### src/rtl/ads_capture_mc.sv
// ads_capture_mc -- multi-channel capture controller for daisy-chained ADCs.
//
// This block waits for a measure pulse and raises START. It then captures
// NUM_FRAMES frames. Each frame holds NUM_CH words of DATA_WIDTH bits. A frame
// is shifted in, MSB first, after every falling edge of the ADC data-ready
// line. Each completed word is presented on data_out/ch_out with a one-cycle
// valid strobe.
//
// Optional feature (macro ADS_CAPTURE_AVG_EN): each channel is accumulated
// over all frames of a run. Only NUM_CH averaged words are emitted, in the
// last frame. NUM_FRAMES must be a power of two in this build.
//
// Ports:
//   clk      in   system clock, rising edge
//   rst      in   asynchronous active-high reset
//   measure  in   one-cycle pulse that starts a run (ignored while busy)
//   drdy_n   in   ADC data ready, active low, asynchronous
//   drr      in   serial data from ADC, MSB first
//   start    out  ADC START pin, high while a run is active
//   sclk     out  serial shift clock to the ADC
//   fsx      out  frame sync, high for the first sclk period of a frame
//   data_out out  last completed word
//   ch_out   out  channel index of data_out
//   valid    out  one-cycle strobe qualifying data_out/ch_out
//   busy     out  high from ARM through the last emitted word
//   overrun  out  sticky: data-ready fell while a frame was being shifted
module ads_capture_mc #(
    parameter int DATA_WIDTH = 24,
    parameter int NUM_CH     = 2,
    parameter int SCLK_DIV   = 2,
    parameter int NUM_FRAMES = 4
) (
    input  logic                  clk,
    input  logic                  rst,
    input  logic                  measure,
    input  logic                  drdy_n,
    input  logic                  drr,
    output logic                  start,
    output logic                  sclk,
    output logic                  fsx,
    output logic [DATA_WIDTH-1:0] data_out,
    output logic [2:0]            ch_out,
    output logic                  valid,
    output logic                  busy,
    output logic                  overrun
);

    localparam int DIV_W = (SCLK_DIV > 1) ? $clog2(SCLK_DIV) : 1;
    localparam int BIT_W = (DATA_WIDTH > 1) ? $clog2(DATA_WIDTH) : 1;
    localparam int FR_W  = 16;

    typedef enum logic [1:0] {
        ST_IDLE  = 2'd0,
        ST_ARM   = 2'd1,
        ST_SHIFT = 2'd2,
        ST_EMIT  = 2'd3
    } state_t;

    state_t                state_r;
    state_t                state_s;
    logic                  drdy_meta_r;
    logic                  drdy_sync_r;
    logic                  drdy_prev_r;
    logic                  fall_s;
    logic [DIV_W-1:0]      div_cnt_r;
    logic [BIT_W-1:0]      bit_cnt_r;
    logic [2:0]            ch_cnt_r;
    logic [FR_W-1:0]       frame_cnt_r;
    logic [DATA_WIDTH-1:0] shift_r;
    logic [DATA_WIDTH-1:0] word_s;
    logic                  div_hit_s;
    logic                  rise_s;
    logic                  word_done_s;
    logic                  last_ch_s;
    logic                  last_fr_s;
    logic                  start_r;
    logic                  sclk_r;
    logic                  fsx_r;
    logic [DATA_WIDTH-1:0] data_out_r;
    logic [2:0]            ch_out_r;
    logic                  valid_r;
    logic                  busy_r;
    logic                  overrun_r;

    // The falling edge is taken between the 2nd synchroniser flop and its
    // delayed copy. A fall therefore acts on the FSM three clocks after drdy_n drops.
    assign fall_s      = drdy_prev_r & ~drdy_sync_r;
    assign div_hit_s   = (div_cnt_r == DIV_W'(SCLK_DIV - 1));
    assign rise_s      = (state_r == ST_SHIFT) && div_hit_s && !sclk_r;
    assign word_done_s = rise_s && (bit_cnt_r == BIT_W'(DATA_WIDTH - 1));
    assign last_ch_s   = (ch_cnt_r == 3'(NUM_CH - 1));
    assign last_fr_s   = (frame_cnt_r == FR_W'(NUM_FRAMES - 1));
    assign word_s      = {shift_r[DATA_WIDTH-2:0], drr};

    assign start    = start_r;
    assign sclk     = sclk_r;
    assign fsx      = fsx_r;
    assign data_out = data_out_r;
    assign ch_out   = ch_out_r;
    assign valid    = valid_r;
    assign busy     = busy_r;
    assign overrun  = overrun_r;

`ifdef ADS_CAPTURE_AVG_EN
    localparam int ACC_W = DATA_WIDTH + 16;
    localparam int AVG_SH = (NUM_FRAMES > 1) ? $clog2(NUM_FRAMES) : 0;

    logic signed [ACC_W-1:0] acc_r [0:7];
    logic signed [ACC_W-1:0] sum_s;
    logic signed [ACC_W-1:0] avg_s;

    // Running sum for the channel being completed; frame 0 restarts the sum.
    always_comb begin
        sum_s = {{16{word_s[DATA_WIDTH-1]}}, word_s};
        if (frame_cnt_r != FR_W'(0)) begin
            sum_s = acc_r[ch_cnt_r] + {{16{word_s[DATA_WIDTH-1]}}, word_s};
        end else begin
            sum_s = {{16{word_s[DATA_WIDTH-1]}}, word_s};
        end
        avg_s = sum_s >>> AVG_SH;
    end

    // Per-channel accumulators, updated as each word completes.
    always_ff @(posedge clk or posedge rst) begin
        if (rst) begin
            for (int i = 0; i < 8; i++) begin
                acc_r[i] <= '0;
            end
        end else if (word_done_s) begin
            acc_r[ch_cnt_r] <= sum_s;
        end
    end
`endif

    // Next-state logic; measure is only looked at in IDLE, which is what
    // makes it ignored while busy.
    always_comb begin
        state_s = state_r;
        case (state_r)
            ST_IDLE: begin
                if (measure) state_s = ST_ARM;
                else         state_s = ST_IDLE;
            end
            ST_ARM: begin
                if (fall_s) state_s = ST_SHIFT;
                else        state_s = ST_ARM;
            end
            ST_SHIFT: begin
                if (word_done_s) state_s = ST_EMIT;
                else             state_s = ST_SHIFT;
            end
            ST_EMIT: begin
                if (!last_ch_s)      state_s = ST_SHIFT;
                else if (!last_fr_s) state_s = ST_ARM;
                else                 state_s = ST_IDLE;
            end
            default: state_s = ST_IDLE;
        endcase
    end

    // State register, synchroniser, sclk generator, counters and outputs.
    always_ff @(posedge clk or posedge rst) begin
        if (rst) begin
            state_r     <= ST_IDLE;
            drdy_meta_r <= 1'b1;
            drdy_sync_r <= 1'b1;
            drdy_prev_r <= 1'b1;
            div_cnt_r   <= '0;
            bit_cnt_r   <= '0;
            ch_cnt_r    <= 3'd0;
            frame_cnt_r <= '0;
            shift_r     <= '0;
            start_r     <= 1'b0;
            sclk_r      <= 1'b0;
            fsx_r       <= 1'b0;
            data_out_r  <= '0;
            ch_out_r    <= 3'd0;
            valid_r     <= 1'b0;
            busy_r      <= 1'b0;
            overrun_r   <= 1'b0;
        end else begin
            state_r     <= state_s;
            drdy_meta_r <= drdy_n;
            drdy_sync_r <= drdy_meta_r;
            drdy_prev_r <= drdy_sync_r;
            valid_r     <= 1'b0;
            case (state_r)
                ST_IDLE: begin
                    sclk_r    <= 1'b0;
                    fsx_r     <= 1'b0;
                    div_cnt_r <= '0;
                    if (measure) begin
                        start_r     <= 1'b1;
                        busy_r      <= 1'b1;
                        overrun_r   <= 1'b0;
                        bit_cnt_r   <= '0;
                        ch_cnt_r    <= 3'd0;
                        frame_cnt_r <= '0;
                    end
                end
                ST_ARM: begin
                    sclk_r    <= 1'b0;
                    div_cnt_r <= '0;
                    if (fall_s) begin
                        fsx_r <= 1'b1;
                    end
                end
                ST_SHIFT, ST_EMIT: begin
                    // The divider keeps running through EMIT so the sclk
                    // period stays regular across word boundaries.
                    if (div_hit_s) begin
                        div_cnt_r <= '0;
                        sclk_r    <= ~sclk_r;
                        if (sclk_r) begin
                            fsx_r <= 1'b0;
                        end
                    end else begin
                        div_cnt_r <= div_cnt_r + DIV_W'(1);
                    end
                    if (fall_s) begin
                        overrun_r <= 1'b1;
                    end
                    if (state_r == ST_SHIFT) begin
                        if (rise_s) begin
                            shift_r <= word_s;
                            if (word_done_s) begin
                                bit_cnt_r <= '0;
`ifdef ADS_CAPTURE_AVG_EN
                                if (last_fr_s) begin
                                    data_out_r <= avg_s[DATA_WIDTH-1:0];
                                    ch_out_r   <= ch_cnt_r;
                                    valid_r    <= 1'b1;
                                end
`else
                                data_out_r <= word_s;
                                ch_out_r   <= ch_cnt_r;
                                valid_r    <= 1'b1;
`endif
                            end else begin
                                bit_cnt_r <= bit_cnt_r + BIT_W'(1);
                            end
                        end
                    end else begin
                        // EMIT: advance channel/frame; leaving the frame
                        // parks sclk low ahead of the next data-ready.
                        if (!last_ch_s) begin
                            ch_cnt_r <= ch_cnt_r + 3'd1;
                        end else begin
                            ch_cnt_r  <= 3'd0;
                            sclk_r    <= 1'b0;
                            div_cnt_r <= '0;
                            if (!last_fr_s) begin
                                frame_cnt_r <= frame_cnt_r + FR_W'(1);
                            end else begin
                                frame_cnt_r <= '0;
                                start_r     <= 1'b0;
                                busy_r      <= 1'b0;
                            end
                        end
                    end
                end
                default: begin
                    sclk_r    <= 1'b0;
                    div_cnt_r <= '0;
                end
            endcase
        end
    end

endmodule

### config.mk
export PLATFORM = sky130hd
export DESIGN_NAME = ads_capture_mc
export DESIGN_NICKNAME = d
export VERILOG_FILES = /design/src/rtl/ads_capture_mc.sv
export SDC_FILE = /design/constraint.sdc
export NUM_CORES = 1
export LEC_CHECK = 0
export ABC_AREA = 1
export BUFFER_PORTS_ARGS = -buffer_cell sky130_fd_sc_hd__buf_4
export CORE_MARGIN = 4
export CORE_UTILIZATION = 45
export CTS_CLUSTER_SIZE = 14
export DETAILED_ROUTE_END_ITERATION = 10
export SLEW_MARGIN = 20
export SYNTH_ARGS = -nofsm -noshare
export SYNTH_HDL_FRONTEND = slang
export SYNTH_SLANG_ARGS = --single-unit
### constraint.sdc
create_clock -name clk -period 4.1 [get_ports clk]
set_clock_uncertainty 0.1 [all_clocks]
set_input_delay 0.615 -clock clk [delete_from_list [all_inputs] [get_ports clk]]
set_output_delay 0.615 -clock clk [all_outputs]
set_load 0.01 [all_outputs]
==> metrics.md <==
| Metric | Value |
|---|---|
| Outcome | `finished clean` |
| Fmax | `338 MHz` |
| Wire per inst | `12.6 um` |
| Max FO, Critical Path | `47` |
| Post-synthesis mux area share | `0` |
| Post-layout instance area | `0.00447 sq mm` |
| Synth Area in Simple Gates | `0.231` |
| Max-slew headroom | `0.348` |
| Overall global routing resource usage | `0.167` |
| CTS Buf Count | `9` |
| Final setup viols | `0` |
| Vias | `2988` |
| Layout area overhead | `13.3%` |
| Port bufs | `37` |
| Mapped Nets | `between 400 and 500` |
| Worst hold path type | `in -> async` |
| Core Box Area | `0.00838 sq mm` |
| Overall power | `roughly 1.9 mW` |
| DR iter-0 viols | `124` |
| CTS root buf | `clkbuf_8` |
| N_diodes | `0` |
| Top-count cell post-synth | `nand2_1` |
| Detailed Place HPWL | `roughly 5.4 mm` |
| CTS Buffer Depth | `2` |
| Post-synth EDFFs | `0` |
| Netlist cell types | `26` |
| CP max stage cell | `nor2_4` |
| Max cap viols | `0` |
| TNS Setup | `0 ps` |
| Leakage | `roughly 2.1 nW` |
| Cells after DPL | `roughly 600` |
| Die area | `slightly above 0.01 sq mm` |
| CTS tree | `done` |
| FF-to-FF setup slack | `between 1000 and 1500 ps` |
| Average size of a mapped cell | `8.47 sq um` |
| Cell Pwr Density | `~420 mW/mm^2` |
| First-pass GRT wire length | `13.8 mm` |
| Dpl cell area | `roughly 0.0043 sq mm` |
| Critical path origin | `state_r[0]$_DFF_PP0_` |
| CTS Hold Buffers Added | `0` |
| Crit path time final | `around 3000 ps` |
| Compound-gate portion of the synthesized area | `0.123` |
| Nets | `513` |
| Peak VDD IR | `between 200 and 250 uV` |
| H-tree depth | `3` |
| Fill cells | `a little over 800` |
| Worst-Margin Slew | `about 980 ps` |
| Syn Std Cell Area | `slightly below 0.004 sq mm` |
| Async SR Flop Fraction | `1.00` |
| Final period util | `0.722` |
| Die Y | `102 um` |
| Top cell by count, worst path | `nand2_1` |
| CP endpoint kind | `flip-flop` |
| CTS sink cnt | `85` |
| Postcts setup bufs | `0` |
| Worst setup margin | `roughly 1100 ps` |
| Largest area contributor in the netlist | `dfrtp_1` |
| Largest family of logic cells by synthesized area | `simple AND/OR/NAND/NOR gates` |
| Number of global-route vias before repair | `slightly below 3000` |
| Final GP Congestion | `0.784` |
| Max-slew violation count | `0` |
| Crit-path cells | `inv_1 > ha_1 > nand3_4 > inv_2 > nand2_1 > nor2_4 > nand2_1 > o21a_1` |
| CTS resizes | `0` |
| Layout cells sized above 1 | `0.136` |
| Final std cells w/o fill | `between 600 and 700` |
| XOR/XNOR share of the synthesized area | `0.00444` |
| Post-route ant nets | `0` |
| Sequential-to-total area share from yosys stat | `0.540` |
| Share of the synthesized area in the top cell type | `0.520` |
| Post-route DRC | `0` |
| Cells after Synth | `466` |
| Latest clock arrival within the worst-skew pair | `between 300 and 400 ps` |
| Area contributors post-synth | `dfrtp_1, nand2_1, o21ai_0, inv_1, o21a_1` |
| Initial Utilization | `0.471` |
| Setup CP Type | `reg -> reg` |
| Gr ovfl total | `0` |
| Synthesis Warnings | `0` |
| Pin count of the biggest net entering global routing | `48` |
| Crit-path max cell delay | `approximately 810 ps` |
| Origin of the critical flop-to-flop path | `state_r[0]$_DFF_PP0_` |
| RSZ-0062 raised after global routing | `false` |
| Vias per cell | `roughly 5` |
| Critical Path RT | `around 4200 ps` |
| Die X | `about 100 um` |
| Post-Route WL | `slightly below 8 mm` |
| Initial antenna violation count | `0` |
| Cell row count | `33` |
| Final Hold Viols | `0` |
| Clk pin slew, worst setup/hold paths | `~80 ps` |
| Num ports | `38` |
| Crit path DAT | `between 3000 and 4000 ps` |
| Adder-Cell Fraction of Synth Area | `0.0222` |
| Synth Register Bits | `85` |
| Most used DFF post-synth | `dfrtp_1` |
| Type of origin of the critical path | `flip-flop` |
| Worst slack at placement | `between 1000 and 1500 ps` |
| DRT Pass-1 Iters | `4` |
| Top post-synthesis cells by count | `nand2_1, dfrtp_1, inv_1` |
## where the power goes
group	total, mW	internal [mW]	leakage (nW)	switching [mW]
Sequential	0.918	0.884	1.16	0.0347
Clock	0.598	0.301	0.0999	0.297
Combinational	0.363	0.106	0.891	0.257
Total	1.88	1.29	2.15	0.589
## worst paths after layout
check | end | depth (start not counted)
max | data_out[12]$_DFFE_PP0P_ | 8
min | frame_cnt_r[6]$_DFFE_PP0P_ | 2
max reg2reg | data_out[12]$_DFFE_PP0P_ | 8
min reg2reg | drdy_sync_r$_DFF_PP1_ | 0
max in group asynchronous | drdy_meta_r$_DFF_PP1_ | 3
min in group clk | drdy_sync_r$_DFF_PP1_ | 0
## area by class of cell
| type | count | area (sq um) | share of cell area |
|---|---|---|---|
| Clock buffer | 11 | 141 | 0.0316 |
| Tap cell | 105 | 131 | 0.0294 |
| Inverter | 55 | 208 | 0.0465 |
| Timing Repair Buffer | 39 | 293 | 0.0655 |
| Sequential cell | 85 | 2130 | 0.477 |
| Clock inverter | 5 | 60.1 | 0.0134 |
| Multi-Input combinational cell | 311 | 1510 | 0.337 |
## metrics by stage
stage / hold slack [ps] / utilization
after floorplan: 245 / -
after global placement: 247 / 0.509
after detailed placement: 247 / 0.509
after CTS: 218 / 0.533
after global routing: 236 / 0.533
final: 200 / 0.533
## layer usage
| layer | vias up | track usage | part of all wire |
|---|---|---|---|
| met4 | 0 | 0.0501 | 0.012 |
| li1 | 1558 | - | - |
| met2 | 40 | 0.262 | 0.47 |
| met1 | 1384 | 0.232 | 0.49 |
| met3 | 6 | 0.0393 | 0.028 |
| met5 | - | 0 | 0 |
## sequential cells by signal (all words and copies together), names as in the netlist, 2 cells and up
name         flops
bit_cnt_r        5
ch_cnt_r         3
state_r          2
ch_out           3
shift_r         23
data_out        24
frame_cnt_r     16
## critical path: cells and delay by family (launching register included)
kind,cells,cell delay (ps)
and+or+nand+nor,4,1520
DFF,1,410
buffers and inverters,2,390
adders and majority gates,1,260
AOI/OAI and AO/OA,1,150
## cell usage in the layout (no fill, tap or decap), types with 2 or more instances in the layout
master and instances:
dfrtp_1 82, ha_1 7, o21ai_1 5, o21a_1 21
inv_1 52, clkbuf_8 10, o21ai_0 45, clkinv_2 2
a21oi_1 8, nor2_1 35, nand4_1 9, or2_2 4
nand3_1 28, dfstp_2 3, nand2_1 138, inv_2 2
buf_4 39, nor3_1 2, xor2_1 2
## kinds of logic after synthesis
group / count (synthesis)
AOI/OAI and AO/OA: 83
xor gates and xnor gates: 2
adders and majority gates: 7
buffers and inverters: 70
DFF: 85
and+or+nand+nor: 219
(Power assumes the default switching activity.)
